`src/rtl/rv32i_pkg.sv`:
```
// RV32I opcode constants, operation classes and immediate formats shared by
// the instruction queue/decoder.
package rv32i_pkg;

  localparam logic [6:0] OPC_LUI    = 7'b0110111;
  localparam logic [6:0] OPC_AUIPC  = 7'b0010111;
  localparam logic [6:0] OPC_JAL    = 7'b1101111;
  localparam logic [6:0] OPC_JALR   = 7'b1100111;
  localparam logic [6:0] OPC_BRANCH = 7'b1100011;
  localparam logic [6:0] OPC_LOAD   = 7'b0000011;
  localparam logic [6:0] OPC_STORE  = 7'b0100011;
  localparam logic [6:0] OPC_OPIMM  = 7'b0010011;
  localparam logic [6:0] OPC_OP     = 7'b0110011;
  localparam logic [6:0] OPC_FENCE  = 7'b0001111;
  localparam logic [6:0] OPC_SYSTEM = 7'b1110011;

  typedef enum logic [3:0] {
    CLS_ILLEGAL = 4'd0,
    CLS_LUI,
    CLS_AUIPC,
    CLS_JAL,
    CLS_JALR,
    CLS_BRANCH,
    CLS_LOAD,
    CLS_STORE,
    CLS_OPIMM,
    CLS_OP,
    CLS_FENCE,
    CLS_SYSTEM
  } op_class_t;

  typedef enum logic [2:0] {
    IMM_NONE,
    IMM_I,
    IMM_S,
    IMM_B,
    IMM_U,
    IMM_J
  } imm_fmt_t;

  function automatic imm_fmt_t imm_fmt_of(op_class_t cls);
    case (cls)
      CLS_JALR, CLS_LOAD, CLS_OPIMM, CLS_SYSTEM: imm_fmt_of = IMM_I;
      CLS_STORE:                                 imm_fmt_of = IMM_S;
      CLS_BRANCH:                                imm_fmt_of = IMM_B;
      CLS_LUI, CLS_AUIPC:                        imm_fmt_of = IMM_U;
      CLS_JAL:                                   imm_fmt_of = IMM_J;
      default:                                   imm_fmt_of = IMM_NONE;
    endcase
  endfunction

endpackage

```
`src/rtl/inst_queue_decode_if.sv`:
```
// Fetch-side push handshake, flush and decoded-head valid/ready bundle.
interface inst_queue_decode_if;
  import rv32i_pkg::*;

  logic        inst_valid;
  logic [31:0] inst;
  logic        inst_vacant;
  logic        flush;
  logic        dec_valid;
  logic        dec_ready;
  op_class_t   dec_class;
  logic [4:0]  dec_rd;
  logic [4:0]  dec_rs1;
  logic [4:0]  dec_rs2;
  logic [2:0]  dec_funct3;
  logic        dec_funct7b5;
  logic [31:0] dec_imm;
  logic [31:0] dec_inst;

  modport master (
    output inst_valid, inst, flush, dec_ready,
    input  inst_vacant, dec_valid, dec_class, dec_rd, dec_rs1, dec_rs2,
           dec_funct3, dec_funct7b5, dec_imm, dec_inst
  );

  modport slave (
    input  inst_valid, inst, flush, dec_ready,
    output inst_vacant, dec_valid, dec_class, dec_rd, dec_rs1, dec_rs2,
           dec_funct3, dec_funct7b5, dec_imm, dec_inst
  );

endinterface

```
`src/rtl/inst_fifo.sv`:
```
// DEPTH x WIDTH instruction storage with wrapping pointers and an occupancy
// count; push/pop arrive already qualified, flush clears everything.
module inst_fifo #(
  parameter int WIDTH = 32,
  parameter int DEPTH = 4
) (
  input  logic                     clk,
  input  logic                     rst,
  input  logic                     push,
  input  logic                     pop,
  input  logic                     flush,
  input  logic [WIDTH-1:0]         wdata,
  output logic [WIDTH-1:0]         head,
  output logic [$clog2(DEPTH):0]   count
);

  localparam int PW = $clog2(DEPTH);

  logic [WIDTH-1:0] mem [DEPTH];
  logic [PW-1:0]    wr_ptr;
  logic [PW-1:0]    rd_ptr;

  always_ff @(posedge clk or posedge rst) begin
    if (rst) begin
      wr_ptr <= '0;
      rd_ptr <= '0;
      count  <= '0;
      for (int i = 0; i < DEPTH; i++) mem[i] <= '0;
    end else if (flush) begin
      wr_ptr <= '0;
      rd_ptr <= '0;
      count  <= '0;
    end else begin
      if (push) begin
        mem[wr_ptr] <= wdata;
        wr_ptr      <= wr_ptr + 1'b1;
      end
      if (pop) rd_ptr <= rd_ptr + 1'b1;
      case ({push, pop})
        2'b10:   count <= count + 1'b1;
        2'b01:   count <= count - 1'b1;
        default: count <= count;
      endcase
    end
  end

  assign head = mem[rd_ptr];

endmodule

```
`src/rtl/inst_queue_decode.sv`:
```
// Buffers fetched RV32I words and decodes the queue head into register
// fields, immediate and operation class behind a valid/ready handshake.
module inst_queue_decode
  import rv32i_pkg::*;
#(
  parameter int INST_WIDTH = 32,
  parameter int DEPTH      = 4
) (
  input logic                clk,
  input logic                rst,
  inst_queue_decode_if.slave bus
);

  localparam int CW = $clog2(DEPTH) + 1;

  logic [CW-1:0]         count;
  logic [INST_WIDTH-1:0] head;
  logic                  vacant;
  logic                  not_empty;
  logic                  push;
  logic                  pop;
  op_class_t             cls;
  logic [31:0]           imm;

  // Vacancy looks only at the registered count, so a full queue stays
  // closed even in a cycle where the head is being consumed.
  assign vacant    = (count != CW'(DEPTH));
  assign not_empty = (count != '0);
  assign push      = bus.inst_valid & vacant & ~bus.flush;
  assign pop       = not_empty & bus.dec_ready & ~bus.flush;

  inst_fifo #(
    .WIDTH (INST_WIDTH),
    .DEPTH (DEPTH)
  ) u_fifo (
    .clk   (clk),
    .rst   (rst),
    .push  (push),
    .pop   (pop),
    .flush (bus.flush),
    .wdata (bus.inst),
    .head  (head),
    .count (count)
  );

  always_comb begin
    cls = CLS_ILLEGAL;
    if (head[1:0] == 2'b11) begin
      case (head[6:0])
        OPC_LUI:    cls = CLS_LUI;
        OPC_AUIPC:  cls = CLS_AUIPC;
        OPC_JAL:    cls = CLS_JAL;
        OPC_JALR:   cls = CLS_JALR;
        OPC_BRANCH: cls = CLS_BRANCH;
        OPC_LOAD:   cls = CLS_LOAD;
        OPC_STORE:  cls = CLS_STORE;
        OPC_OPIMM:  cls = CLS_OPIMM;
        OPC_OP:     cls = CLS_OP;
        OPC_FENCE:  cls = CLS_FENCE;
        OPC_SYSTEM: cls = CLS_SYSTEM;
        default:    cls = CLS_ILLEGAL;
      endcase
    end
  end

  always_comb begin
    imm = '0;
    case (imm_fmt_of(cls))
      IMM_I:   imm = {{20{head[31]}}, head[31:20]};
      IMM_S:   imm = {{20{head[31]}}, head[31:25], head[11:7]};
      IMM_B:   imm = {{19{head[31]}}, head[31], head[7], head[30:25], head[11:8], 1'b0};
      IMM_U:   imm = {head[31:12], 12'b0};
      IMM_J:   imm = {{11{head[31]}}, head[31], head[19:12], head[20], head[30:21], 1'b0};
      default: imm = '0;
    endcase
  end

  // An empty queue presents an all-zero decode so stale storage never leaks.
  always_comb begin
    bus.dec_class    = CLS_ILLEGAL;
    bus.dec_rd       = '0;
    bus.dec_rs1      = '0;
    bus.dec_rs2      = '0;
    bus.dec_funct3   = '0;
    bus.dec_funct7b5 = 1'b0;
    bus.dec_imm      = '0;
    bus.dec_inst     = '0;
    if (not_empty) begin
      bus.dec_class    = cls;
      bus.dec_rd       = head[11:7];
      bus.dec_rs1      = head[19:15];
      bus.dec_rs2      = head[24:20];
      bus.dec_funct3   = head[14:12];
      bus.dec_funct7b5 = head[30];
      bus.dec_imm      = imm;
      bus.dec_inst     = head;
    end
  end

  assign bus.inst_vacant = vacant;
  assign bus.dec_valid   = not_empty;

endmodule

```
`src/flat_wrapper.sv`:
```
// flat-port wrapper written by rule: the top's interface ports become plain ports
module inst_queue_decode_flat import rv32i_pkg::*;
#(
  parameter int INST_WIDTH = 32,
  parameter int DEPTH      = 4
)
  (clk, rst, bus_inst_valid, bus_inst, bus_flush, bus_dec_ready, bus_inst_vacant, bus_dec_valid, bus_dec_class, bus_dec_rd, bus_dec_rs1, bus_dec_rs2, bus_dec_funct3, bus_dec_funct7b5, bus_dec_imm, bus_dec_inst);
  inst_queue_decode_if bus_i ();
  input logic clk;
  input logic rst;
  input wire logic [$bits(bus_i.inst_valid)-1:0] bus_inst_valid;
  input wire logic [$bits(bus_i.inst)-1:0] bus_inst;
  input wire logic [$bits(bus_i.flush)-1:0] bus_flush;
  input wire logic [$bits(bus_i.dec_ready)-1:0] bus_dec_ready;
  output wire logic [$bits(bus_i.inst_vacant)-1:0] bus_inst_vacant;
  output wire logic [$bits(bus_i.dec_valid)-1:0] bus_dec_valid;
  output wire logic [$bits(bus_i.dec_class)-1:0] bus_dec_class;
  output wire logic [$bits(bus_i.dec_rd)-1:0] bus_dec_rd;
  output wire logic [$bits(bus_i.dec_rs1)-1:0] bus_dec_rs1;
  output wire logic [$bits(bus_i.dec_rs2)-1:0] bus_dec_rs2;
  output wire logic [$bits(bus_i.dec_funct3)-1:0] bus_dec_funct3;
  output wire logic [$bits(bus_i.dec_funct7b5)-1:0] bus_dec_funct7b5;
  output wire logic [$bits(bus_i.dec_imm)-1:0] bus_dec_imm;
  output wire logic [$bits(bus_i.dec_inst)-1:0] bus_dec_inst;
  assign bus_i.inst_valid = bus_inst_valid;
  assign bus_i.inst = bus_inst;
  assign bus_i.flush = bus_flush;
  assign bus_i.dec_ready = bus_dec_ready;
  assign bus_inst_vacant = bus_i.inst_vacant;
  assign bus_dec_valid = bus_i.dec_valid;
  assign bus_dec_class = bus_i.dec_class;
  assign bus_dec_rd = bus_i.dec_rd;
  assign bus_dec_rs1 = bus_i.dec_rs1;
  assign bus_dec_rs2 = bus_i.dec_rs2;
  assign bus_dec_funct3 = bus_i.dec_funct3;
  assign bus_dec_funct7b5 = bus_i.dec_funct7b5;
  assign bus_dec_imm = bus_i.dec_imm;
  assign bus_dec_inst = bus_i.dec_inst;
  inst_queue_decode #(.INST_WIDTH(INST_WIDTH), .DEPTH(DEPTH)) u_core (.clk(clk), .rst(rst), .bus(bus_i));
endmodule
```
`config.mk`:
```
export PLATFORM = sky130hd
export DESIGN_NAME = inst_queue_decode_flat
export DESIGN_NICKNAME = d
export VERILOG_FILES = /design/src/rtl/rv32i_pkg.sv /design/src/rtl/inst_queue_decode_if.sv /design/src/rtl/inst_fifo.sv /design/src/rtl/inst_queue_decode.sv /design/src/flat_wrapper.sv
export SDC_FILE = /design/constraint.sdc
export NUM_CORES = 1
export LEC_CHECK = 0
export BUFFER_PORTS_ARGS = -buffer_cell sky130_fd_sc_hd__buf_4
export CAP_MARGIN = 10
export CORE_MARGIN = 2
export CORE_UTILIZATION = 61
export CTS_CLUSTER_SIZE = 14
export DETAILED_ROUTE_END_ITERATION = 7
export PLACE_DENSITY = 0.82
export SYNTH_ARGS = -nofsm -noshare
export SYNTH_HDL_FRONTEND = slang
export SYNTH_SLANG_ARGS = --single-unit
```
`constraint.sdc`:
```
create_clock -name clk -period 10.4 [get_ports clk]
set_input_delay 0 -clock clk [delete_from_list [all_inputs] [get_ports clk]]
set_output_delay 0 -clock clk [all_outputs]
set_load 0.02 [all_outputs]
```
==> flow_summary.yaml <==
status:
  outcome: "finished with violations"
  violations: "design-rule violations"
layout:
  utilization: 0.787
  layout-drive-gt1-share: 0.477
  layout.nets: 740
  antenna_cells: 0
  finalNonFillerCells: 851
  final_common_cell: "buf_4"
  mostFrequentLayoutCells: "buf_4 (135), dfrtp_1 (133), mux2_2 (130)"
  syn_to_final_growth_pct: 25.1
  fillerInstances: 714
clocking:
  clock_path_buffers: 2
  cts_tree: "built"
  clk_pin_slew_ns: 0.06
  cts_inserted_buffers: 17
  clk_latency_ns: 0.42
  cts_sinks: 135
  cts-root-buf: "clkbuf_16"
  cts.htree.levels: 4
power:
  power.leakage_nw: 4.08
  ir_drop_mv: 0.252
  power_density_nw_per_um2: 333
  total_power_mw: 3.01
route:
  remaining_drc_errors: 11
  ant_nets: 0
  via_count: 5210
  dr.pass1.iters: 7
  drt-total-wl_um: 17800
  vias_per_cell: 6.12
  top_layer_used: "met4"
  dr_wl_met2_um: 9050
  wl_met1_um: 7250
  dr_wl_met3_um: 1210
  wire_per_inst_um: 20.9
  drt-initial-drc-count: 493
place:
  pre_cts_ws_ns: 5.96
  portBuffers: 125
  dp.cells: 782
  gp_congestion: 0.872
  hpwl_um: 11200
sta:
  min_period_ns: 5.10
  slew-limit-headroom: 0.264
  final.setup_skew_ns: 0.00537
  slew_violations: 0
  hold_viol_final: 0
  tightest_slew_ns: 1.10
  finalCritPeriodShare: 0.490
  rsz0062_at_grt: "false"
  fin_tns_setup_ns: 0
  setup_viol: 0
  timing.final.ws_setup_ns: 5.30
  maxClockFrequency_ghz: 0.196
worst_setup_path:
  start_kind: "register"
  cp.arrival_ns: 5.10
  worstPathRequired_ns: 10.40
  cp_cell_sequence: "mux4_2 -> or3b_2 -> o21a_1 -> o22ai_1 -> nand2_1 -> ha_1 -> inv_1 -> o21ai_0 -> a21oi_2 -> a211oi_4 -> a211oi_1 -> buf_4"
  worstSetupPathType: "reg -> out"
  critPathSlowestCell: "dfrtp_2"
  cp_max_fo: 37
  critPathMaxStageDelay_ns: 1.03
  endpoint_kind: "primary output"
synthesis:
  synth_cells: 562
  async_reset_ff_frac: 1.00
  synth_cell_types: 48
  seq_area_frac_synth: 0.466
  avgSynthCellArea_um2: 12.9
  synthFlopType: "dfrtp_1"
  synth_edf_count: 0
  ys_warn_count: 0
  synth_area_um2: 7240
  synth-seq-cells: 135
  synth_fp_nets: 607
grt:
  grt_use_total: 0.293
  grt_max_degree: 89
  grt_pass1_vias: 5521
  antenna_found_initial: 0
  grt_overflow: 0
  grt_pass1_wl_um: 28600
run:
  max_cap_violations: 0
floorplan:
  ios: 126
  fp.coreArea_um2: 11500
  dieHeight_um: 113
  start_util: 0.629
  rows: 39
  die_w_um: 113
  dieArea_um2: 12800
worst_hold_path:
  hold_class: "in -> async"
cell families after synthesis:
| family | Yosys count | share of synthesized area |
|---|---|---|
| flops | 135 | 0.466 |
| mux | 166 | 0.309 |
| xor+xnor | 6 | 0.00725 |
| fa+ha+maj | 8 | 0.0149 |
| buf+inv | 71 | 0.0516 |
| simple gates | 111 | 0.0872 |
| compound gates | 65 | 0.0639 |
state kept, by name, indices dropped and copies added, names as in the netlist:
register and cells:
u_core.u_fifo.wr_ptr 2, u_core.u_fifo.mem 128, u_core.u_fifo.count 3, u_core.u_fifo.rd_ptr 2
synthesized netlist by cell type (7+ instances only):
library cell,count,area (um2)
dfrtp_1,135,3380
mux2_2,130,1460
mux4_2,33,743
nor2b_1,30,188
nand2_1,28,105
a211oi_1,21,158
buf_4,21,158
buf_1,17,63.8
nor2_1,15,56.3
inv_1,13,48.8
o211ai_1,13,97.6
clkbuf_1,12,45.0
and3_1,11,68.8
a21oi_1,10,50.1
o21ai_0,8,40.0
ha_1,7,87.6
critical path, delay by kind of cell, from the launching register on:
family	cells	cell delay (ns)
multiplexers	1	0.53
AND/OR/NAND/NOR	2	0.64
AO/OA/AOI/OAI	6	1.94
flip-flops	1	1.03
adder cells (fa/ha/maj)	1	0.24
buffers and inverters	2	0.29
metal layers:
layer | track usage | up-vias
met5 | 0 | -
met4 | 0.0935 | 0
met3 | 0.0809 | 32
met2 | 0.493 | 195
met1 | 0.375 | 2663
li1 | - | 2320
area by class of cell:
class / count / area, um2 / share of cell area
clock inverters: 11 / 123 / 0.0135
repair buffers: 172 / 1380 / 0.153
clock buffers: 21 / 450 / 0.0497
multi-input cells: 356 / 3500 / 0.386
inverters: 13 / 51.3 / 0.00566
well taps: 143 / 179 / 0.0197
flip-flops and latches: 135 / 3380 / 0.373
timing repair:
action                    4_1_cts  5_1_grt
gates resized for setup         0        0
hold endpoints to repair      182        0
buffers inserted                0        0
hold buffers                   37        0
metrics by stage:
step	cell area, um2	hold WS (ns)
2_1_floorplan	7240	0.142
3_3_place_gp	8120	0.0978
5_1_grt	9060	0.241
3_5_place_dp	8120	0.111
4_1_cts	9060	0.219
6_report	9060	0.204
worst paths after layout:
kind,startpoint,to,slack [ns],cells after the start
max reg2reg,u_core.u_fifo.count[0],u_core.u_fifo.count[1],7.64,8
max in group asynchronous,rst,u_core.u_fifo.mem[87],8.70,4
min,rst,u_core.u_fifo.count[1],0.20,3
min reg2reg,u_core.u_fifo.mem[56],u_core.u_fifo.mem[56],0.50,1
min in group clk,bus_flush,u_core.u_fifo.rd_ptr[1],0.35,3
max,u_core.u_fifo.rd_ptr[1],bus_dec_imm[12],5.30,12
power by group:
part | total (mW) | switching (mW) | internal (mW)
Clock | 0.584 | 0.225 | 0.359
Sequential | 0.887 | 0.137 | 0.750
Combinational | 1.54 | 0.844 | 0.699
(Power assumes the default switching activity.)
